<file path="config.mk">
export PLATFORM = sky130hd
export DESIGN_NAME = keypad_scanner_flat
export DESIGN_NICKNAME = d
export VERILOG_FILES = /design/src/rtl/keypad_scanner_if.sv /design/src/rtl/keypad_scanner.sv /design/src/flat_wrapper.sv
export SDC_FILE = /design/constraint.sdc
export NUM_CORES = 1
export LEC_CHECK = 0
export ABC_AREA = 1
export BUFFER_PORTS_ARGS = -buffer_cell sky130_fd_sc_hd__buf_2
export CAP_MARGIN = 20
export CORE_AREA = 10 10 68 70
export DETAILED_ROUTE_END_ITERATION = 6
export DIE_AREA = 0 0 78 80
export MAX_ROUTING_LAYER = met4
export PLACE_DENSITY = 0.76
export SLEW_MARGIN = 15
export SYNTH_ARGS = -nofsm -noshare
export SYNTH_HDL_FRONTEND = slang
export SYNTH_SLANG_ARGS = --single-unit
</file>
<file path="constraint.sdc">
create_clock -name clk -period 2 [get_ports clk]
set_input_delay 0.1 -clock clk [delete_from_list [all_inputs] [get_ports clk]]
set_output_delay 0.1 -clock clk [all_outputs]
set_load 0.05 [all_outputs]
</file>
<file path="src/rtl/keypad_scanner_if.sv">
// keypad_scanner_if: valid/ready key channel of keypad_scanner.
// master = scanner side, slave = consumer side.
interface keypad_scanner_if #(
  parameter int CODE_W = 4
);
  logic              key_valid;
  logic [CODE_W-1:0] key_code;
  logic              key_ready;

  modport master (
    output key_valid,
    output key_code,
    input  key_ready
  );

  modport slave (
    input  key_valid,
    input  key_code,
    output key_ready
  );
endinterface

</file>
<file path="src/rtl/keypad_scanner.sv">
// keypad_scanner: column-strobed matrix keypad scanner with debounce.
// Define KEYPAD_FIFO_EN for a FIFO_DEPTH key FIFO instead of one register.
module keypad_scanner #(
  parameter int ROWS        = 4,
  parameter int COLS        = 3,
  parameter int SCAN_CYCLES = 16,
  parameter int DEBOUNCE    = 4,
  parameter int FIFO_DEPTH  = 4
) (
  input  logic              clk,
  input  logic              reset,
  input  logic [ROWS-1:0]   row_in,
  output logic [COLS-1:0]   col_out,
  keypad_scanner_if.master  kif,
  output logic              overflow,
  output logic              busy
);
  localparam int CODE_W = (ROWS*COLS > 1) ? $clog2(ROWS*COLS) : 1;
  localparam int CNT_W  = $clog2(SCAN_CYCLES);
  localparam int DB_W   = $clog2(DEBOUNCE+1);
  localparam int ROW_W  = (ROWS > 1) ? $clog2(ROWS) : 1;
  localparam int COL_W  = (COLS > 1) ? $clog2(COLS) : 1;

  typedef enum logic [1:0] {SCAN, CONFIRM, HELD} state_t;

  state_t            state_q, state_d;
  logic [ROWS-1:0]   row_s1_q, row_s2_q;
  logic [CNT_W-1:0]  dwell_q;
  logic [COL_W-1:0]  col_q, col_d, col_nxt;
  logic [ROW_W-1:0]  row_lat_q, row_lat_d, win_row;
  logic [DB_W-1:0]   db_q, db_d, db_inc;
  logic              sample, hit, db_done, push;
  logic [CODE_W-1:0] code_new;

  assign sample   = (dwell_q == CNT_W'(SCAN_CYCLES-1));
  assign col_nxt  = (col_q == COL_W'(COLS-1)) ? '0 : col_q + 1'b1;
  assign db_inc   = db_q + 1'b1;
  assign db_done  = (db_inc == DB_W'(DEBOUNCE));
  assign code_new = CODE_W'(32'(win_row) * COLS + 32'(col_q));
  assign col_out  = COLS'(1) << col_q;
  assign busy     = (state_q != SCAN);

  // Synchronise raw rows and run the free-running column dwell counter.
  always_ff @(posedge clk or posedge reset) begin
    if (reset) begin
      row_s1_q <= '0;
      row_s2_q <= '0;
      dwell_q  <= '0;
    end else begin
      row_s1_q <= row_in;
      row_s2_q <= row_s1_q;
      dwell_q  <= sample ? '0 : dwell_q + 1'b1;
    end
  end

  // Lowest-index high row wins.
  always_comb begin
    hit     = 1'b0;
    win_row = '0;
    for (int r = ROWS-1; r >= 0; r--) begin
      if (row_s2_q[r]) begin
        hit     = 1'b1;
        win_row = ROW_W'(r);
      end
    end
  end

  // Scanner state, frozen column, latched row and debounce count.
  always_ff @(posedge clk or posedge reset) begin
    if (reset) begin
      state_q   <= SCAN;
      col_q     <= '0;
      row_lat_q <= '0;
      db_q      <= '0;
    end else begin
      state_q   <= state_d;
      col_q     <= col_d;
      row_lat_q <= row_lat_d;
      db_q      <= db_d;
    end
  end

  // Next-state decisions, taken only at each dwell sample point.
  always_comb begin
    state_d   = state_q;
    col_d     = col_q;
    row_lat_d = row_lat_q;
    db_d      = db_q;
    push      = 1'b0;
    if (sample) begin
      unique case (state_q)
        SCAN: begin
          if (!hit) begin
            col_d = col_nxt;
          end else if (DEBOUNCE == 1) begin
            push    = 1'b1;
            state_d = HELD;
            db_d    = '0;
          end else begin
            state_d   = CONFIRM;
            row_lat_d = win_row;
            db_d      = DB_W'(1);
          end
        end
        CONFIRM: begin
          if (hit && win_row == row_lat_q) begin
            if (db_done) begin
              push    = 1'b1;
              state_d = HELD;
              db_d    = '0;
            end else begin
              db_d = db_inc;
            end
          end else begin
            state_d = SCAN;
            col_d   = col_nxt;
            db_d    = '0;
          end
        end
        HELD: begin
          if (hit) begin
            db_d = '0;
          end else if (db_done) begin
            state_d = SCAN;
            col_d   = col_nxt;
            db_d    = '0;
          end else begin
            db_d = db_inc;
          end
        end
        default: state_d = SCAN;
      endcase
    end
  end

`ifdef KEYPAD_FIFO_EN
  localparam int PTR_W = (FIFO_DEPTH > 1) ? $clog2(FIFO_DEPTH) : 1;

  logic [CODE_W-1:0] mem_q [FIFO_DEPTH];
  logic [PTR_W-1:0]  wr_q, rd_q;
  logic [PTR_W:0]    cnt_q;
  logic              full, pop, wr;

  assign pop  = kif.key_valid & kif.key_ready;
  assign full = (cnt_q == (PTR_W+1)'(FIFO_DEPTH));
  assign wr   = push & (!full | pop);

  assign kif.key_valid = (cnt_q != '0);
  assign kif.key_code  = mem_q[rd_q];

  // Key FIFO: a push into a full FIFO without a pop is dropped.
  always_ff @(posedge clk or posedge reset) begin
    if (reset) begin
      for (int i = 0; i < FIFO_DEPTH; i++) mem_q[i] <= '0;
      wr_q     <= '0;
      rd_q     <= '0;
      cnt_q    <= '0;
      overflow <= 1'b0;
    end else begin
      overflow <= push & full & !pop;
      if (wr) begin
        mem_q[wr_q] <= code_new;
        wr_q <= (wr_q == PTR_W'(FIFO_DEPTH-1)) ? '0 : wr_q + 1'b1;
      end
      if (pop) begin
        rd_q <= (rd_q == PTR_W'(FIFO_DEPTH-1)) ? '0 : rd_q + 1'b1;
      end
      if (wr && !pop) cnt_q <= cnt_q + 1'b1;
      else if (pop && !wr) cnt_q <= cnt_q - 1'b1;
    end
  end
`else
  logic [CODE_W-1:0] hold_q;
  logic              vld_q;

  assign kif.key_valid = vld_q;
  assign kif.key_code  = hold_q;

  // Single holding register: an unconsumed key is overwritten.
  always_ff @(posedge clk or posedge reset) begin
    if (reset) begin
      hold_q   <= '0;
      vld_q    <= 1'b0;
      overflow <= 1'b0;
    end else begin
      overflow <= push & vld_q & !kif.key_ready;
      if (push) begin
        hold_q <= code_new;
        vld_q  <= 1'b1;
      end else if (vld_q && kif.key_ready) begin
        vld_q <= 1'b0;
      end
    end
  end
`endif

endmodule

</file>
<file path="src/flat_wrapper.sv">
// flat-port wrapper written by rule: the top's interface ports become plain ports
module keypad_scanner_flat 
#(
  parameter int ROWS        = 4,
  parameter int COLS        = 3,
  parameter int SCAN_CYCLES = 16,
  parameter int DEBOUNCE    = 4,
  parameter int FIFO_DEPTH  = 4
)
  (clk, reset, row_in, col_out, overflow, busy, kif_key_valid, kif_key_code, kif_key_ready);
  keypad_scanner_if #(.CODE_W(4)) kif_i ();
  input  logic clk;
  input  logic reset;
  input  logic [ROWS-1:0] row_in;
  output logic [COLS-1:0] col_out;
  output logic overflow;
  output logic busy;
  output wire logic [$bits(kif_i.key_valid)-1:0] kif_key_valid;
  output wire logic [$bits(kif_i.key_code)-1:0] kif_key_code;
  input wire logic [$bits(kif_i.key_ready)-1:0] kif_key_ready;
  assign kif_key_valid = kif_i.key_valid;
  assign kif_key_code = kif_i.key_code;
  assign kif_i.key_ready = kif_key_ready;
  keypad_scanner #(.ROWS(ROWS), .COLS(COLS), .SCAN_CYCLES(SCAN_CYCLES), .DEBOUNCE(DEBOUNCE), .FIFO_DEPTH(FIFO_DEPTH)) u_core (.clk(clk), .reset(reset), .row_in(row_in), .col_out(col_out), .kif(kif_i), .overflow(overflow), .busy(busy));
endmodule
</file>
==> results of run 1 <==
## timing repair
item | in CTS | in global routing
pin swaps | 3 | 0
endpoints found under the hold margin | 33 | 0
buffers inserted | 1 | 0
hold buffers | 6 | 0
setup endpoints to repair | 2 | 2
resized for setup | 1 | 1
## area by class of cell
| cell class | count | area, um2 |
|---|---|---|
| fill | 307 | 1580 |
| tap | 46 | 57.6 |
| timing repair buffer | 28 | 185 |
| clock buffer | 3 | 22.5 |
| inverter | 28 | 105 |
| clock inverter | 1 | 7.51 |
| sequential | 27 | 676 |
| multi-input combinational | 96 | 656 |
## worst max-delay path: stages, from the launching register on
cell and delay (ns):
dfrtp_1 0.43, o21ai_2 0.18, inv_2 0.07, fa_1 0.55
ha_1 0.14, inv_1 0.04, fa_1 0.49, o21ai_2 0.06
## report_power, final
group | switching, W | internal [W]
clock | 0.000155 | 0.0000763
sequential | 0.0000453 | 0.000590
combinational | 0.000270 | 0.000138
## final timing paths
path / slack (ns) / cells after the start / to
max: -0.05 / 7 / u_core.kif.key_code[2]
min: 0.36 / 4 / u_core.row_s1_q[2]
max reg2reg: -0.05 / 7 / u_core.kif.key_code[2]
min reg2reg: 0.37 / 0 / u_core.row_s2_q[0]
max in group asynchronous: 1.39 / 4 / u_core.row_lat_q[0]
min in group clk: 0.37 / 0 / u_core.row_s2_q[0]
## layout by cell type (no fill, tap or decap)
cell / netlist / routed
a21oi_1: 1 / 1
xor2_1: 1 / 1
buf_2: 0 / 16
clkinvlp_4: 0 / 1
nand2_2: 5 / 7
dfrtp_1: 27 / 27
buf_4: 0 / 6
a21oi_2: 1 / 1
nand3_1: 9 / 9
nand2_1: 31 / 29
nand3_2: 1 / 1
nor2_2: 2 / 2
a21boi_2: 1 / 1
or2_2: 1 / 1
nand4_1: 3 / 3
dlygate4sd3_1: 0 / 6
inv_2: 5 / 7
inv_1: 23 / 21
nor3b_4: 1 / 1
o21bai_2: 1 / 1
o21ai_1: 4 / 4
nor2_1: 8 / 8
nor2_4: 2 / 2
clkbuf_4: 0 / 3
nand2_4: 4 / 4
ha_1: 9 / 9
nor3_1: 1 / 1
fa_1: 2 / 2
nor2_8: 1 / 1
nor3_2: 1 / 1
o21ai_0: 3 / 3
o21ai_2: 3 / 3
## registers in the layout, indices dropped and copies added (netlist names)
register              count
u_core.dwell_q            4
u_core.kif.key_code       4
u_core.row_s1_q           4
u_core.row_s2_q           4
u_core.db_q               3
u_core.col_q              2
u_core.row_lat_q          2
u_core.state_q            2
u_core.kif.key_valid      1
u_core.overflow           1
## per-layer routing
metal | vias to the layer above | part of all wire
met2 | 18 | 0.47
met3 | 2 | 0.064
met1 | 465 | 0.45
met5 | - | 0
met4 | 0 | 0.0085
li1 | 532 | -
## cells by family (layout without fill, tap and decap cells)
family,after synthesis,after routing,synth area share
xor+xnor,1,1,0.00612
simple gates,70,70,0.274
buf+inv,28,60,0.0734
compound gates,14,14,0.0682
fa+ha+maj,11,11,0.107
flops,27,27,0.472
## through the flow
| stage | worst slack, ns | TNS [ns] |
|---|---|---|
| after floorplan | -0.0298 | -0.0298 |
| after global placement | -0.0272 | -0.0272 |
| after detailed placement | -0.0814 | -0.0851 |
| after CTS | -0.0624 | -0.0624 |
| after global routing | -0.169 | -0.284 |
| final | -0.0495 | -0.0495 |
==> summary.md, run 1 <==
| Metric | Value |
|---|---|
| Run status | `complete, but fails checks` |
| Failing checks | `negative setup slack` |
| Number of synthesized register bits | `27` |
| Sequential-to-total area share from yosys stat | `0.472` |
| Worst hold margin | `0.362 ns` |
| Final hold violation count | `0` |
| Top-area cell type share of the netlist area | `0.472` |
| I/O pins | `17` |
| Placer Congestion | `0.805` |
| Final Cycle Share | `1.02` |
| Critical Path End Type | `flop` |
| Slew HR | `0.779` |
| Leakage power | `0.904 nW` |
| Area contributors post-synth | `dfrtp_1 (47%), nand2_1 (8.1%), ha_1 (7.9%)` |
| Power Dens Cells | `746 nW/um2` |
| H-tree levels | `1` |
| Die width | `78 um` |
| Total CTS buffers | `3` |
| Crit path time final | `2.05 ns` |
| Pins Over Slew Limit | `0` |
| Gr ovfl total | `0` |
| Antenna Nets Post-Route | `0` |
| Die Area | `6240 um2` |
| Count leader, synth | `nand2_1` |
| CTS tree | `built` |
| Initial antenna violation count | `0` |
| Final wirelength | `2350 um` |
| Reg clk slew, reported paths | `0.14 ns` |
| Top post-synthesis cells by count | `nand2_1 (31), dfrtp_1 (27), inv_1 (23)` |
| Layout cells sized above 1 | `0.322` |
| Main synth FF type | `dfrtp_1` |
| Drt first-iter violations | `54` |
| Crit Path Max Fanout | `3` |
| Root Buffer | `clkbuf_4` |
| Core area | `roughly 3300 um2` |
| Met3 usage | `0.0383` |
| VDD IR-drop max | `about 0.47 mV` |
| Fin Clk Skew | `between 0.002 and 0.003 ns` |
| Syn Std Cell Area | `1430 um2` |
| Placed inst area | `roughly 1600 um2` |
| DRC violations left | `0` |
| YS warnings | `0` |
| WL per Instance | `10.3 um` |
| Critical Path AT | `2.28 ns` |
| Met2 Resource Use GR | `0.147` |
| Die H | `approximately 80 um` |
| Max clock buf depth | `2` |
| Post-route design area | `1710 um2` |
| Count of different cell masters after synthesis | `27` |
| Total of max-cap violations | `0` |
| Final WS setup | `-0.0495 ns` |
| Slew @ Worst Pin | `0.332 ns` |
| First-pass GRT wire length | `about 4400 um` |
| Worst Path Required | `2.23 ns` |
| GR met1 Demand/Resource | `0.0955` |
| Initial Util | `0.436` |
| Worst skew pair latency | `0.32 ns` |
| Yosys top cell by area | `dfrtp_1` |
| Async S/R FF share, synth | `1.00` |
| Fmax | `0.488 GHz` |
| Syn Inst Count | `151` |
| Most Crowded Layer GR | `met2` |
| Hold Crit Class | `in2async` |
| R2R Path Start | `u_core.row_s2_q[2]` |
| Placed cell count | `218` |
| DR pass1 iterations | `4` |
| Vias/cell | `4.44` |
| Via Count | `1017` |
| Final setup viols | `1` |
| Input/output buffers | `16` |
| Crit path launch | `u_core.row_s2_q[2]` |
| Fin cells | `229` |
| Final Util | `0.520` |
| CTS sink count | `27` |
| Syn Nets | `169` |
| Avg Cell Area, Syn | `around 9.5 um2` |
| Number of flops mapped to enable cells by yosys | `0` |
| RSZ-0062 raised after global routing | `yes` |
| Antenna Cells | `0` |
| Vias in the first global route | `1036` |
| # nets final | `around 200` |
| Crit start category | `flop` |
| Kind of critical path | `reg2reg` |
| Area Growth Syn to Fin | `19.4%` |
| Largest net degree at the start of global routing | `28` |
| Dpl hpwl | `1840 um` |
| GR Util All Layers | `0.0882` |
| Num rows | `21` |
| Final total power | `0.00127 W` |
No activity file was read; power rests on OpenSTA's default activity.
==> run 2: changes to the inputs <==
--- a/config.mk
+++ b/config.mk
@@ -13,6 +13,7 @@
 export DIE_AREA = 0 0 78 80
 export MAX_ROUTING_LAYER = met4
 export PLACE_DENSITY = 0.76
+export RECOVER_POWER = 25
 export SLEW_MARGIN = 15
 export SYNTH_ARGS = -nofsm -noshare
 export SYNTH_HDL_FRONTEND = slang
==> summary.md, run 2 (synthesis gave the netlist of run 1 again) <==
| Metric | Value |
|---|---|
| Run status | `complete, but fails checks` |
| Failing checks | `negative setup slack` |
| Core area | `3280 um2` |
| Worst skew pair latency | `0.32 ns` |
| Gr ovfl total | `0` |
| Via Count | `1017` |
| Initial antenna violation count | `0` |
| First-pass GRT wire length | `4440 um` |
| Leakage power | `between 0.9 and 1 nW` |
| Vias in the first global route | `about 1000` |
| DRC violations left | `0` |
| Slowest cell on the critical path | `fa_1` |
| Die Area | `6240 um2` |
| Final hold violation count | `0` |
| Most frequent cells in the layout | `nand2_1 (29), dfrtp_1 (27), inv_1 (21)` |
| Dpl hpwl | `between 1500 and 2000 um` |
| CP max stage delay | `0.55 ns` |
| Num rows | `21` |
| Reg clk slew, reported paths | `~0.14 ns` |
| Critical Path AT | `2.28 ns` |
| Initial Util | `0.436` |
| Placer Congestion | `0.805` |
| I/O pins | `17` |
| Buf/Inv on CP | `2` |
| Max clock buf depth | `2` |
| Vias/cell | `4.44` |
| Top Family by Delay on Critical Path | `adder cells` |
| Fin Clk Skew | `0.00295 ns` |
| Root Buffer | `clkbuf_4` |
| Antenna Nets Post-Route | `0` |
| Fmax | `0.488 GHz` |
| Total of max-cap violations | `0` |
| Largest net degree at the start of global routing | `28` |
| Final WS setup | `-0.0495 ns` |
| Slew HR | `0.0682` |
| DR pass1 iterations | `4` |
| Pins Over Slew Limit | `0` |
| Crit path time final | `2.05 ns` |
| Input/output buffers | `16` |
| Kind of critical path | `reg2reg` |
| # nets final | `202` |
| Final setup TNS | `-0.0495 ns` |
| RSZ-0062 raised after global routing | `yes` |
| CTS tree | `built` |
| CTS sink count | `27` |
| Critical path cell sequence | `o21ai_2 > inv_2 > fa_1 > ha_1 > inv_1 > fa_1 > o21ai_2` |
| Power Dens Cells | `747 nW/um2` |
| VDD IR-drop max | `0.466 mV` |
| GR Util All Layers | `0.0882` |
| Drt first-iter violations | `between 50 and 60` |
| Die H | `around 80 um` |
| Final Util | `0.519` |
| H-tree levels | `1` |
| Commonest non-fill, non-tap cell in the layout | `nand2_1` |
| Hold Crit Class | `reg2reg` |
| Final wirelength | `2360 um` |
| WL per Instance | `~10 um` |
| Total CTS buffers | `3` |
| Antenna Cells | `0` |
| Area Growth Syn to Fin | `19.1%` |
| Worst Path Required | `2.23 ns` |
| Critical Path End Type | `flop` |
| Layout cells sized above 1 | `0.317` |
| Final Cycle Share | `1.02` |
| Slew @ Worst Pin | `1.40 ns` |
| Crit Path Max Fanout | `3` |
| Die width | `78 um` |
| Final setup viols | `1` |
| Crit start category | `flop` |
[run 2: power by group]
part	switching, W	internal, W
clock network	0.000155	0.0000763
logic	0.000270	0.000137
registers	0.0000453	0.000590
total	0.000470	0.000803
[run 2: per-stage QoR]
step                hold slack, ns  power [W]  cells  cell area (um2)  setup slack [ns]
global route                 0.376    0.00139    229             1710            -0.169
detailed placement           0.174    0.00105    218             1610           -0.0814
floorplan                    0.131   0.000956    151             1430           -0.0298
global placement             0.169    0.00104    218             1610           -0.0272
CTS                          0.344    0.00130    229             1710           -0.0624
finish                       0.366    0.00127    229             1710           -0.0495
[run 2: path summary, 6_finish.rpt]
kind / start / slack, ns / cells after the start / end
setup / recovery: u_core.row_s2_q[2] / -0.05 / 7 / u_core.kif.key_code[2]
hold / removal: u_core.row_s1_q[0] / 0.37 / 0 / u_core.row_s2_q[0]
setup reg to reg: u_core.row_s2_q[2] / -0.05 / 7 / u_core.kif.key_code[2]
hold reg to reg: u_core.row_s1_q[0] / 0.37 / 0 / u_core.row_s2_q[0]
max in group asynchronous: reset / 0.41 / 4 / u_core.row_lat_q[0]
min in group asynchronous: reset / 0.78 / 4 / u_core.row_s1_q[2]
[run 2: repair_timing]
action	CTS	global route
hold buffers	6	0
endpoints found under the setup margin	2	2
pin swaps	3	0
setup buffers	1	0
resized for setup	1	1
endpoints found under the hold margin	33	0
[run 2: layer usage]
metal | wire [um] | up-vias | track usage
li1 | - | 532 | -
met1 | 1070 | 465 | 0.0955
met2 | 1110 | 18 | 0.147
met3 | 151 | 2 | 0.0383
met4 | 20 | 0 | 0.0215
met5 | 0 | - | -
[run 2: final cells by class]
class / instances / area [um2]
Inverter: 28 / 105
Multi-Input combinational cell: 96 / 656
Tap cell: 46 / 57.6
Sequential cell: 27 / 676
Fill cell: 306 / 1580
Clock buffer: 3 / 22.5
Clock inverter: 1 / 7.51
Timing Repair Buffer: 28 / 181
[run 2: worst register-to-register path, stage by stage, from the launching register on]
cell and delay, ns:
dfrtp_1 0.43, o21ai_2 0.18, inv_2 0.07, fa_1 0.55, ha_1 0.14, inv_1 0.04, fa_1 0.49, o21ai_2 0.06
==> run 3: changes to the inputs <==
--- a/config.mk
+++ b/config.mk
@@ -8,11 +8,11 @@
 export ABC_AREA = 1
 export BUFFER_PORTS_ARGS = -buffer_cell sky130_fd_sc_hd__buf_2
 export CAP_MARGIN = 20
-export CORE_AREA = 10 10 68 70
+export CORE_AREA = 10 10 71 73
 export DETAILED_ROUTE_END_ITERATION = 6
-export DIE_AREA = 0 0 78 80
+export DIE_AREA = 0 0 81 83
 export MAX_ROUTING_LAYER = met4
-export PLACE_DENSITY = 0.76
+export PLACE_DENSITY = 0.7
 export RECOVER_POWER = 25
 export SLEW_MARGIN = 15
 export SYNTH_ARGS = -nofsm -noshare
==> summary.md, run 3 (synthesis gave the netlist of run 1 again) <==
| Metric | Value |
|---|---|
| Run status | `complete, but fails checks` |
| Failing checks | `negative setup slack` |
| Crit path time final | `2.03 ns` |
| Slew HR | `0.568` |
| DR pass1 iterations | `2` |
| Commonest non-fill, non-tap cell in the layout | `nand2_1` |
| Vias in the first global route | `approximately 1100` |
| Pins Over Slew Limit | `0` |
| CTS tree | `built` |
| Slowest cell on the critical path | `fa_1` |
| Fillers | `346` |
| R2R setup slack | `-0.03 ns` |
| H-tree levels | `1` |
| Buf/Inv on CP | `2` |
| Antenna Nets Post-Route | `0` |
| Core area | `3630 um2` |
| Dpl hpwl | `~1800 um` |
| Via Count | `~1100` |
| Fmax | `slightly below 0.5 GHz` |
| Initial antenna violation count | `0` |
| Critical path cell sequence | `o21ai_2 > inv_2 > fa_1 > ha_2 > inv_2 > fa_1 > o21ai_2` |
| Fin Clk Skew | `0.00988 ns` |
| Metal2 WL | `roughly 1100 um` |
| Vias/cell | `4.39` |
| Largest net degree at the start of global routing | `28` |
| Final WS setup | `-0.0320 ns` |
| Antenna Cells | `0` |
| Worst Path Required | `2.17 ns` |
| Most frequent cells in the layout | `nand2_1 (28), dfrtp_1 (27), inv_1 (20)` |
| CP max stage delay | `around 0.55 ns` |
| I/O pins | `17` |
| Top Family by Delay on Critical Path | `adder cells` |
| Pre-CTS setup slack | `-0.0764 ns` |
| Crit start category | `flop` |
| Final wirelength | `between 2000 and 2500 um` |
| Worst skew pair latency | `about 0.27 ns` |
| Drt first-iter violations | `31` |
| GR Util All Layers | `0.0857` |
| Metal-1 WL | `1090 um` |
| Leakage power | `~0.96 nW` |
| RSZ-0062 raised after global routing | `yes` |
| Power Dens Cells | `roughly 750 nW/um2` |
| Total of max-cap violations | `0` |
| Num rows | `22` |
| Max clock buf depth | `2` |
| CTS sink count | `27` |
| Initial Util | `0.394` |
| Final hold violation count | `0` |
| WL per Instance | `10.0 um` |
| Top Metal Used | `met4` |
| Met3 wire len | `192 um` |
| Hold Crit Class | `reg2reg` |
| Crit Path Max Fanout | `3` |
| Die width | `81 um` |
| Critical Path End Type | `flop` |
| Placer Congestion | `0.766` |
| Root Buffer | `clkbuf_8` |
| Total CTS buffers | `3` |
| Layout cells sized above 1 | `0.365` |
| Reg clk slew, reported paths | `0.09 ns` |
| Slew @ Worst Pin | `0.648 ns` |
| Die Area | `6720 um2` |
| Input/output buffers | `16` |
| VDD IR-drop max | `0.574 mV` |
| First-pass GRT wire length | `4590 um` |
| Kind of critical path | `reg2reg` |
| Final setup viols | `1` |
| Gr ovfl total | `0` |
| Die H | `83 um` |
| Final Util | `0.496` |
| Area Growth Syn to Fin | `25.8%` |
| Critical Path AT | `roughly 2.2 ns` |
| # nets final | `~210` |
| Final Cycle Share | `1.02` |
| DRC violations left | `0` |
==> run 3: metal layers <==
metal,up-vias,GRT usage
met5,-,-
met4,0,0.0297
met3,2,0.0334
met2,21,0.130
met1,476,0.101
li1,555,-
==> run 3: layout make-up <==
| class | count | area (um2) | area share |
|---|---|---|---|
| tap | 48 | 60.1 | 0.0334 |
| inverter | 28 | 105 | 0.0584 |
| sequential | 27 | 676 | 0.375 |
| timing repair buffer | 37 | 254 | 0.141 |
| multi-input combinational | 96 | 661 | 0.367 |
| clock buffer | 4 | 45.0 | 0.0250 |
==> run 3: repair_timing <==
item,4_1_cts,5_1_grt
pin swaps,7,1
setup buffers,9,1
setup endpoints to repair,1,3
endpoints found under the hold margin,32,0
hold buffers,6,0
gates cloned,0,0
gates resized for setup,3,4
==> run 3: report_power, final <==
part | switching (W) | total [W] | leakage, nW | internal [W]
logic | 0.000280 | 0.000436 | 0.592 | 0.000156
clock network | 0.000151 | 0.000293 | 0.0228 | 0.000142
registers | 0.0000409 | 0.000631 | 0.345 | 0.000590
total | 0.000471 | 0.00136 | 0.959 | 0.000888
==> run 3: worst paths after layout <==
check                                   startpoint                      to  depth (start not counted)
min in group asynchronous                    reset     u_core.row_lat_q[0]                          4
max in group asynchronous                    reset      u_core.row_s2_q[2]                          4
worst min-delay path            u_core.row_s1_q[1]      u_core.row_s2_q[1]                          0
worst max-delay path            u_core.row_s2_q[2]  u_core.kif.key_code[2]                          7
worst max register to register  u_core.row_s2_q[2]  u_core.kif.key_code[2]                          7
worst min register to register  u_core.row_s1_q[1]      u_core.row_s2_q[1]                          0
==> run 3: through the flow <==
step           power [W]  hold WS [ns]  TNS (ns)  cell area [um2]  instances
3_3_place_gp     0.00105         0.171   -0.0314             1620        221
6_report         0.00136         0.352   -0.0320             1800        240
4_1_cts          0.00138         0.353   -0.0257             1790        240
2_1_floorplan   0.000956         0.131   -0.0298             1430        151
3_5_place_dp     0.00106         0.174   -0.0764             1620        221
5_1_grt          0.00146         0.366    -0.208             1800        240
